==> config.mk <==
export PLATFORM = sky130hd
export DESIGN_NAME = seg_display_shifter
export DESIGN_NICKNAME = d
export VERILOG_FILES = /design/src/rtl/seg_pkg.sv /design/src/rtl/seg_hex_decoder.sv /design/src/rtl/seg_display_shifter.sv
export SDC_FILE = /design/constraint.sdc
export NUM_CORES = 1
export LEC_CHECK = 0
export ABC_AREA = 0
export CORE_MARGIN = 2
export CORE_UTILIZATION = 53
export CTS_CLUSTER_DIAMETER = 80
export CTS_CLUSTER_SIZE = 20
export DETAILED_ROUTE_END_ITERATION = 8
export PLACE_DENSITY = 0.74
export SETUP_SLACK_MARGIN = 0.02
export SLEW_MARGIN = 20
export SYNTH_ARGS = -nofsm -noshare
export SYNTH_HDL_FRONTEND = slang
export SYNTH_SLANG_ARGS = --single-unit
==> constraint.sdc <==
create_clock -name clk -period 2.1 [get_ports clk]
set_input_delay 0.42 -clock clk [delete_from_list [all_inputs] [get_ports clk]]
set_output_delay 0.42 -clock clk [all_outputs]
set_load 0.005 [all_outputs]
==> src/rtl/seg_pkg.sv <==
`default_nettype none
// ============================================================================
// Module      : seg_pkg
// Description : Shared types and constants for the 7-segment display shifter:
//               buffer entry type, blank pattern, hex decode table, scan states.
// Revision    : 1.0 - initial release
// ============================================================================
package seg_pkg;

    typedef struct packed {
        logic       off;
        logic [3:0] data;
    } seg_entry_t;

    localparam logic [6:0] SEG_BLANK = 7'h7F;

    // Active-low {g,f,e,d,c,b,a} patterns, index 15 (F) first.
    localparam logic [15:0][6:0] SEG_HEX_TABLE = {
        7'h0E, 7'h06, 7'h21, 7'h46, 7'h03, 7'h08, 7'h10, 7'h00,
        7'h78, 7'h02, 7'h12, 7'h19, 7'h30, 7'h24, 7'h79, 7'h40
    };

    typedef enum logic [0:0] {
        GHOST = 1'b0,
        DRIVE = 1'b1
    } scan_state_t;

endpackage : seg_pkg
`default_nettype wire

==> src/rtl/seg_hex_decoder.sv <==
`default_nettype none
// ============================================================================
// Module      : seg_hex_decoder
// Description : Combinational buffer-entry to active-low segment pattern;
//               blanked entries yield the all-dark pattern.
// Revision    : 1.0 - initial release
// ============================================================================
module seg_hex_decoder
    import seg_pkg::*;
(
    input  seg_entry_t entry,
    output logic [6:0] seg_cat
);

    always_comb begin
        seg_cat = SEG_BLANK;
        if (!entry.off) begin
            seg_cat = SEG_HEX_TABLE[entry.data];
        end
    end

endmodule : seg_hex_decoder
`default_nettype wire

==> src/rtl/seg_display_shifter.sv <==
`default_nettype none
// ============================================================================
// Module      : seg_display_shifter
// Description : Digit buffer with shift/write/clear commands, multiplexed onto
//               a common-anode 7-segment bank with ghost blanking per slot.
//               Optional PWM dimming enabled by defining SEG_DIM_EN.
// Revision    : 1.0 - initial release
// ============================================================================
module seg_display_shifter
    import seg_pkg::*;
#(
    parameter int NUM_DIGITS   = 8,
    parameter int REFRESH_DIV  = 50000,
    parameter int GHOST_CYCLES = 16
) (
    input  logic                  clk,
    input  logic                  rst,
    input  logic [3:0]            seg_data,
    input  logic                  seg_off,
    input  logic                  seg_shift,
    input  logic                  seg_write,
    input  logic                  seg_clear,
`ifdef SEG_DIM_EN
    input  logic [2:0]            brightness,
`endif
    output logic [NUM_DIGITS-1:0] seg_an,
    output logic [6:0]            seg_cat
);

    localparam int c_presc_w = $clog2(REFRESH_DIV);
    localparam int c_idx_w   = $clog2(NUM_DIGITS);

    localparam logic [c_presc_w-1:0] c_presc_last = c_presc_w'(REFRESH_DIV - 1);
    localparam logic [c_presc_w-1:0] c_ghost_end  = c_presc_w'(GHOST_CYCLES);
    localparam logic [c_idx_w-1:0]   c_idx_last   = c_idx_w'(NUM_DIGITS - 1);

    seg_entry_t            r_buf [NUM_DIGITS];
    logic [c_presc_w-1:0]  r_presc;
    logic [c_idx_w-1:0]    r_idx;
    scan_state_t           r_state;

    logic [c_presc_w-1:0]  w_presc_next;
    logic                  w_wrap;
    logic [6:0]            w_dec_cat;
    logic                  w_pwm_on;
    seg_entry_t            w_new_entry;

    assign w_wrap       = (r_presc == c_presc_last);
    assign w_presc_next = w_wrap ? '0 : r_presc + 1'b1;
    assign w_new_entry  = '{off: seg_off, data: seg_data};

    // Digit buffer: clear dominates any concurrent write.
    always_ff @(posedge clk or posedge rst) begin
        if (rst) begin
            for (int i = 0; i < NUM_DIGITS; i++) begin
                r_buf[i] <= '{off: 1'b1, data: 4'h0};
            end
        end else if (seg_clear) begin
            for (int i = 0; i < NUM_DIGITS; i++) begin
                r_buf[i] <= '{off: 1'b1, data: 4'h0};
            end
        end else if (seg_write) begin
            if (seg_shift) begin
                for (int i = 1; i < NUM_DIGITS; i++) begin
                    r_buf[i] <= r_buf[i-1];
                end
            end
            r_buf[0] <= w_new_entry;
        end
    end

    // Scan FSM: the state always tracks whether the prescaler is in the ghost window.
    always_ff @(posedge clk or posedge rst) begin
        if (rst) begin
            r_presc <= '0;
            r_idx   <= '0;
            r_state <= GHOST;
        end else begin
            r_presc <= w_presc_next;
            if (w_wrap) begin
                r_idx <= (r_idx == c_idx_last) ? '0 : r_idx + 1'b1;
            end
            r_state <= (w_presc_next < c_ghost_end) ? GHOST : DRIVE;
        end
    end

`ifdef SEG_DIM_EN
    logic [2:0] r_pwm;

    always_ff @(posedge clk or posedge rst) begin
        if (rst) begin
            r_pwm <= '0;
        end else begin
            r_pwm <= r_pwm + 3'd1;
        end
    end

    assign w_pwm_on = (r_pwm <= brightness);
`else
    assign w_pwm_on = 1'b1;
`endif

    seg_hex_decoder u_dec (
        .entry   (r_buf[r_idx]),
        .seg_cat (w_dec_cat)
    );

    always_ff @(posedge clk or posedge rst) begin
        if (rst) begin
            seg_an  <= '1;
            seg_cat <= SEG_BLANK;
        end else if (r_state == DRIVE) begin
            seg_an  <= w_pwm_on ? ~(NUM_DIGITS'(1) << r_idx) : '1;
            seg_cat <= w_dec_cat;
        end else begin
            seg_an  <= '1;
            seg_cat <= SEG_BLANK;
        end
    end

endmodule : seg_display_shifter
`default_nettype wire

; ---- Yosys cells after proc, flatten, opt, wreduce, memory -nomap -nowiden
; Memories as Yosys holds them, arrays and structs flattened.
; Index checks and enable logic that the tools add are counted.
[totals]
in_bits = 10
memories = 1
regBits = 75
rom_bits = 112
elab_cells = 48
[op_classes]
order_cmp = 3
mux = 13
n_bitwise = 2
n_reduce_logical = 3
shifts = 1
eq_ne = 2
addsub = 2
[mem_list]
columns = name, depth, word_bits, read_ports, rd_clocked_by_memory_dff, wr, line
row1 = (name not given), 16, 7, 1, 0, 0, seg_hex_decoder.sv:18  ; seg_cat = SEG_HEX_TABLE[entry.data];
[ops]
columns = operator, count
row1 = $mux 40, 2
row2 = $mux 35, 1
row3 = $mux 7, 3
row4 = $add 16x1->16 const B, 1
row5 = $eq 16x16->1 const B, 1
row6 = $lt 16x5->1 const B, 1
row7 = $mux 16, 1
row8 = $bmux 5 s3, 1
row9 = $mux 5, 2
row10 = $mux 8, 1
row11 = $not 8->8, 1
row12 = $shl 1x3->8 const A, 1
row13 = $lt 4x5->1 const B, 1
row14 = $ge 4x4->1 const B, 1
row15 = $not 3->4, 1
row16 = $reduce_bool 2->1, 2
row17 = $add 3x1->3 const B, 1
row18 = $eq 3x3->1 const B, 1
row19 = $mux 3, 1
row20 = $reduce_and 2->1, 1
row21 = $mux 1, 1

; ---- Logic depth before layout (Yosys ltp)
[depth]
ltp_word = 8
ltp_mapped = 9
ltp_nobuf = 8

; ---- By module
; A second synthesis with hierarchy kept.
[unflattened]
hier_cells = 300
hier_area_um2 = 3594.7
[modules_own_cells]
columns = module, instances, cells_each, area_each_um2
row1 = seg_display_shifter, 1, 264, 3300.7
row2 = seg_hex_decoder, 1, 36, 294.0

; ---- Worst setup path after synthesis
; Ideal clock, no wire load.
[synth_path]
path_type = register -> register
start = register r_idx[0]
end = register seg_cat[3]
arrival_time_ps = 2111
setup_ps = 72
path_stages_with_launch = 8
setup_slack_ps = -83
t_required_ps = 2028
cell_sequence = dfrtp_1 -> buf_6 -> mux4_2 -> mux2_2 -> inv_1 -> ha_1 -> o211a_1 -> o21ai_1
[synth_between]
elab_chain_cells = 8
[synth_lines]
columns = item, line
row1 = start: declaration, seg_display_shifter.sv:39  ; logic [c_idx_w-1:0] r_idx;
row2 = start signal: assignment, seg_display_shifter.sv:81  ; r_idx <= (r_idx == c_idx_last) ? '0 : r_idx + 1'b1;
row3 = $not 3->4 (not written as such) (*), seg_display_shifter.sv:104  ; .entry (r_buf[r_idx]),
row4 = $bmux 5 s3 (*), seg_display_shifter.sv:104
row5 = $mux 5 (not written as such) (*) (2 in series), seg_display_shifter.sv:104
row6 = $mem_v2 16x7, --
row7 = $mux 7 (not written as such), seg_hex_decoder.sv:18
row8 = $mux 7 (*), seg_hex_decoder.sv:17  ; if (!entry.off) begin
row9 = $mux 7 (*), seg_display_shifter.sv:112  ; end else if (r_state == DRIVE) begin
row10 = end signal: assignment, seg_display_shifter.sv:114  ; seg_cat <= w_dec_cat;
row11 = end: declaration, seg_display_shifter.sv:27  ; output logic [6:0] seg_cat
; Every way passes the cells marked *; elsewhere a longest branch is shown, timed or not. The select of a mux whose other input is x is not followed.
; A chain may end at the register's enable or synchronous reset.

; ---- Final worst setup path
; Same ends and word-level chain as after synthesis.

==> flow_summary.toml <==
[status]
status = "finished clean"

[grt]
antenna_found_initial = 0
grt_max_degree = 45
grt_overflow_total = 0
grt_pass1_vias = 2408
grtUsageTotal_pct = 20.2
grt_first_pass_wirelength_um = 11600

[critical_path]
cp.required_ns = 2.38
cp-end-kind = "flop"
critPathMaxFanout = 6
cp_num_buf_inv = 2
path_delay_family = "multiplexers"
rrSetupSlack_ns = 0.05
crit_cells = 8
crit_slowest_cell = "mux4_2"
rr_startpoint = "r_idx[0]"
crit_arrival_ns = 2.33
worstSetupStartpointType = "flop"
max_stage_delay_ns = 0.55
startpoint = "r_idx[0]"
r2r-end = "seg_cat[3]"
reg2reg_depth = 8
crit_end = "seg_cat[3]"
path_cells = "mux4_2, mux2_4, inv_4, buf_4, ha_4, and2_4, a211oi_2, o21ai_1"
crit_type = "flop to flop"

[power_and_ir_drop]
leakage_nw = 1.89
vdd_drop_max_mv = 0.522
pwr-share-seq_pct = 52.3
swShare_pct = 23.0
switching_power_uw = 654
clkPwrFrac_pct = 40.1
pwr-share-comb_pct = 7.6
power.total_mw = 2.84
cellInternalPower_mw = 2.18
p_per_area_nw_per_um2 = 647

[min_path]
hp-start = "r_presc[0]"
hold_path_depth = 1
min_path_type = "flop to flop"

[yosys]
synth_area_per_cell_um2 = 12.2
synth_edf_count = 0
yosysTopAreaCellShare_pct = 35.8
ys_seq_area_share_pct = 52.5
synth_warnings = 0
synth-seq-cells = 75
synth_cell_types = 55
synth.most_common_cell = "dfrtp_1"
synthTopCellsByCount = "dfrtp_1, a22o_1, dfstp_2, nand2_1, nor2_1"
synth_flop_cell = "dfrtp_1"
async_reset_ff_share_pct = 100
syn_area_um2 = 3630
syn_nets = 320
netlist_top_cells_area = "dfrtp_1, dfstp_2, a22o_1, mux4_2, ha_1"
syn_inst = 297
synth_largest_area_cell = "dfrtp_1"

[drt]
vias = 2491
drtAntennaViolNets = 0
viasPerCell = 5.88
dr.pass1.iters = 4
drc = 0
drt-total-wl_um = 6920
drtIter0Drc = 135
routedWlPerCell_um = 16.3

[die]
die_h_um = 86.8
die_x_um = 86.8
pin_count = 25
start_util_pct = 54.0
core_area_um2 = 6720
num_rows = 30
die_area_um2 = 7530

[finish]
fin_nets = 362
drive_gt1_share_pct = 30.8
fill_cells = 504
syn_to_final_growth_pct = 20.9
final_cells = 424
antenna_cells = 0

[job]
drv_cap = 0

[clock_tree]
root_buffer = "clkbuf_8"
clock_latency_ns = 0.36
cts.sinks = 75
cts_tree = "done"
cts_buffer_depth = 2
path_clk_slew_ns = 0.07
hold_buffers = 0
cts_made_buffers = 9
h-tree-depth = 3

[sta]
relSlewSlack_pct = 52.9
min_period_ns = 2.05
slew_violations = 0
fin_skew_ns = 0.0108
setup_viol = 0
hold_viol = 0
worst_pin_slew_ns = 0.705
grt_setup_unrepaired = "yes"
fin_crit_sh_pct = 97.7
max_freq_ghz = 0.487

[place]
hpwl_um = 4560
globalplace.congestion = 0.840
dp.cells = 400
portBuffers = 24
## repair_timing
item | in CTS | in global routing
pin swaps | 2 | 4
endpoints found under the setup margin | 1 | 7
buffers inserted | 4 | 4
hold endpoints to repair | 0 | 0
resized for setup | 2 | 17
## cell families (layout without fill, tap and decap cells)
group | Yosys count | count (layout) | share of synthesized area, %
simple gates | 83 | 83 | 12.1
compound gates | 60 | 60 | 13.2
flops | 75 | 75 | 52.5
mux | 21 | 21 | 9.62
xor+xnor | 17 | 17 | 4.10
buf+inv | 28 | 75 | 4.03
fa+ha+maj | 13 | 13 | 4.48
## worst min-delay path by stage
stage,to,slack [ns]
6_report,r_presc[0],0.48
5_1_grt,r_presc[0],0.50
4_1_cts,r_presc[0],0.48
3_5_place_dp,r_presc[0],0.47
3_3_place_gp,r_presc[0],0.46
2_1_floorplan,r_presc[0],0.45
## through the flow
step	instance area [µm²]	hold slack, ns	utilization, %	setup WS (ns)	TNS (ns)
2_1_floorplan	3640	0.446	-	0.0244	0
3_3_place_gp	4020	0.458	59.8	-0.0443	-1.19
3_5_place_dp	4030	0.473	59.9	-0.0318	-0.0318
4_1_cts	4280	0.484	63.6	0.0194	0
5_1_grt	4390	0.504	65.3	-0.0317	-0.0317
6_report	4390	0.480	65.3	0.0484	0
## registers in the layout (all words and copies together), names as in the netlist
register and cells:
seg_an 8, r_buf 40, r_presc 16, seg_cat 7, r_idx 3, r_state 1
## worst register-to-register path, delay by kind of cell, from the launching register on
family,cells,cell delay [ns]
adder cells (fa/ha/maj),1,0.12
flip-flops,1,0.50
AO/OA/AOI/OAI,2,0.17
buffers and inverters,2,0.20
multiplexers,2,0.87
AND/OR/NAND/NOR,1,0.13
## power by group through the flow
stage / sequential (mW) / combinational (mW) / clock (mW)
3_3_place_gp: 1.51 / 0.179 / 0
5_1_grt: 1.49 / 0.238 / 1.22
3_5_place_dp: 1.51 / 0.185 / 0
2_1_floorplan: 1.51 / 0.113 / 0
4_1_cts: 1.48 / 0.194 / 1.16
6_report: 1.48 / 0.216 / 1.14
## area by class of cell
type                    count  area (µm²)  share of cell area (%)
inverters                   9        40.0                   0.913
flip-flops and latches     75        1910                    43.5
well taps                  80         100                    2.28
repair buffers             50         448                    10.2
clock buffers              12         155                    3.54
multi-input cells         194        1690                    38.4
clock inverters             4        50.0                    1.14
## metal layers
metal	vias to the layer above	global-route usage (%)	wire length (µm)
li1	1163	-	-
met1	1257	29.5	3250
met2	57	28.4	3270
met3	14	4.29	258
met4	0	10.2	149
met5	-	0	0
## placed cells by master (no fill, tap or decap), types with 4 or more instances in the layout
cell              n
ha_1              8
dfstp_2          23
clkdlybuf4s50_1  24
xnor2_1          10
nand4_1           4
buf_4            25
xor2_1            7
o22a_1            7
nor2_1           17
dfrtp_1          51
clkbuf_8         11
mux4_2           10
mux2i_1           9
a22o_1           28
nand3_1          12
inv_1             4
nand2_1          20
a21oi_1           6
Note: power is estimated with default switching activity, not from simulation.
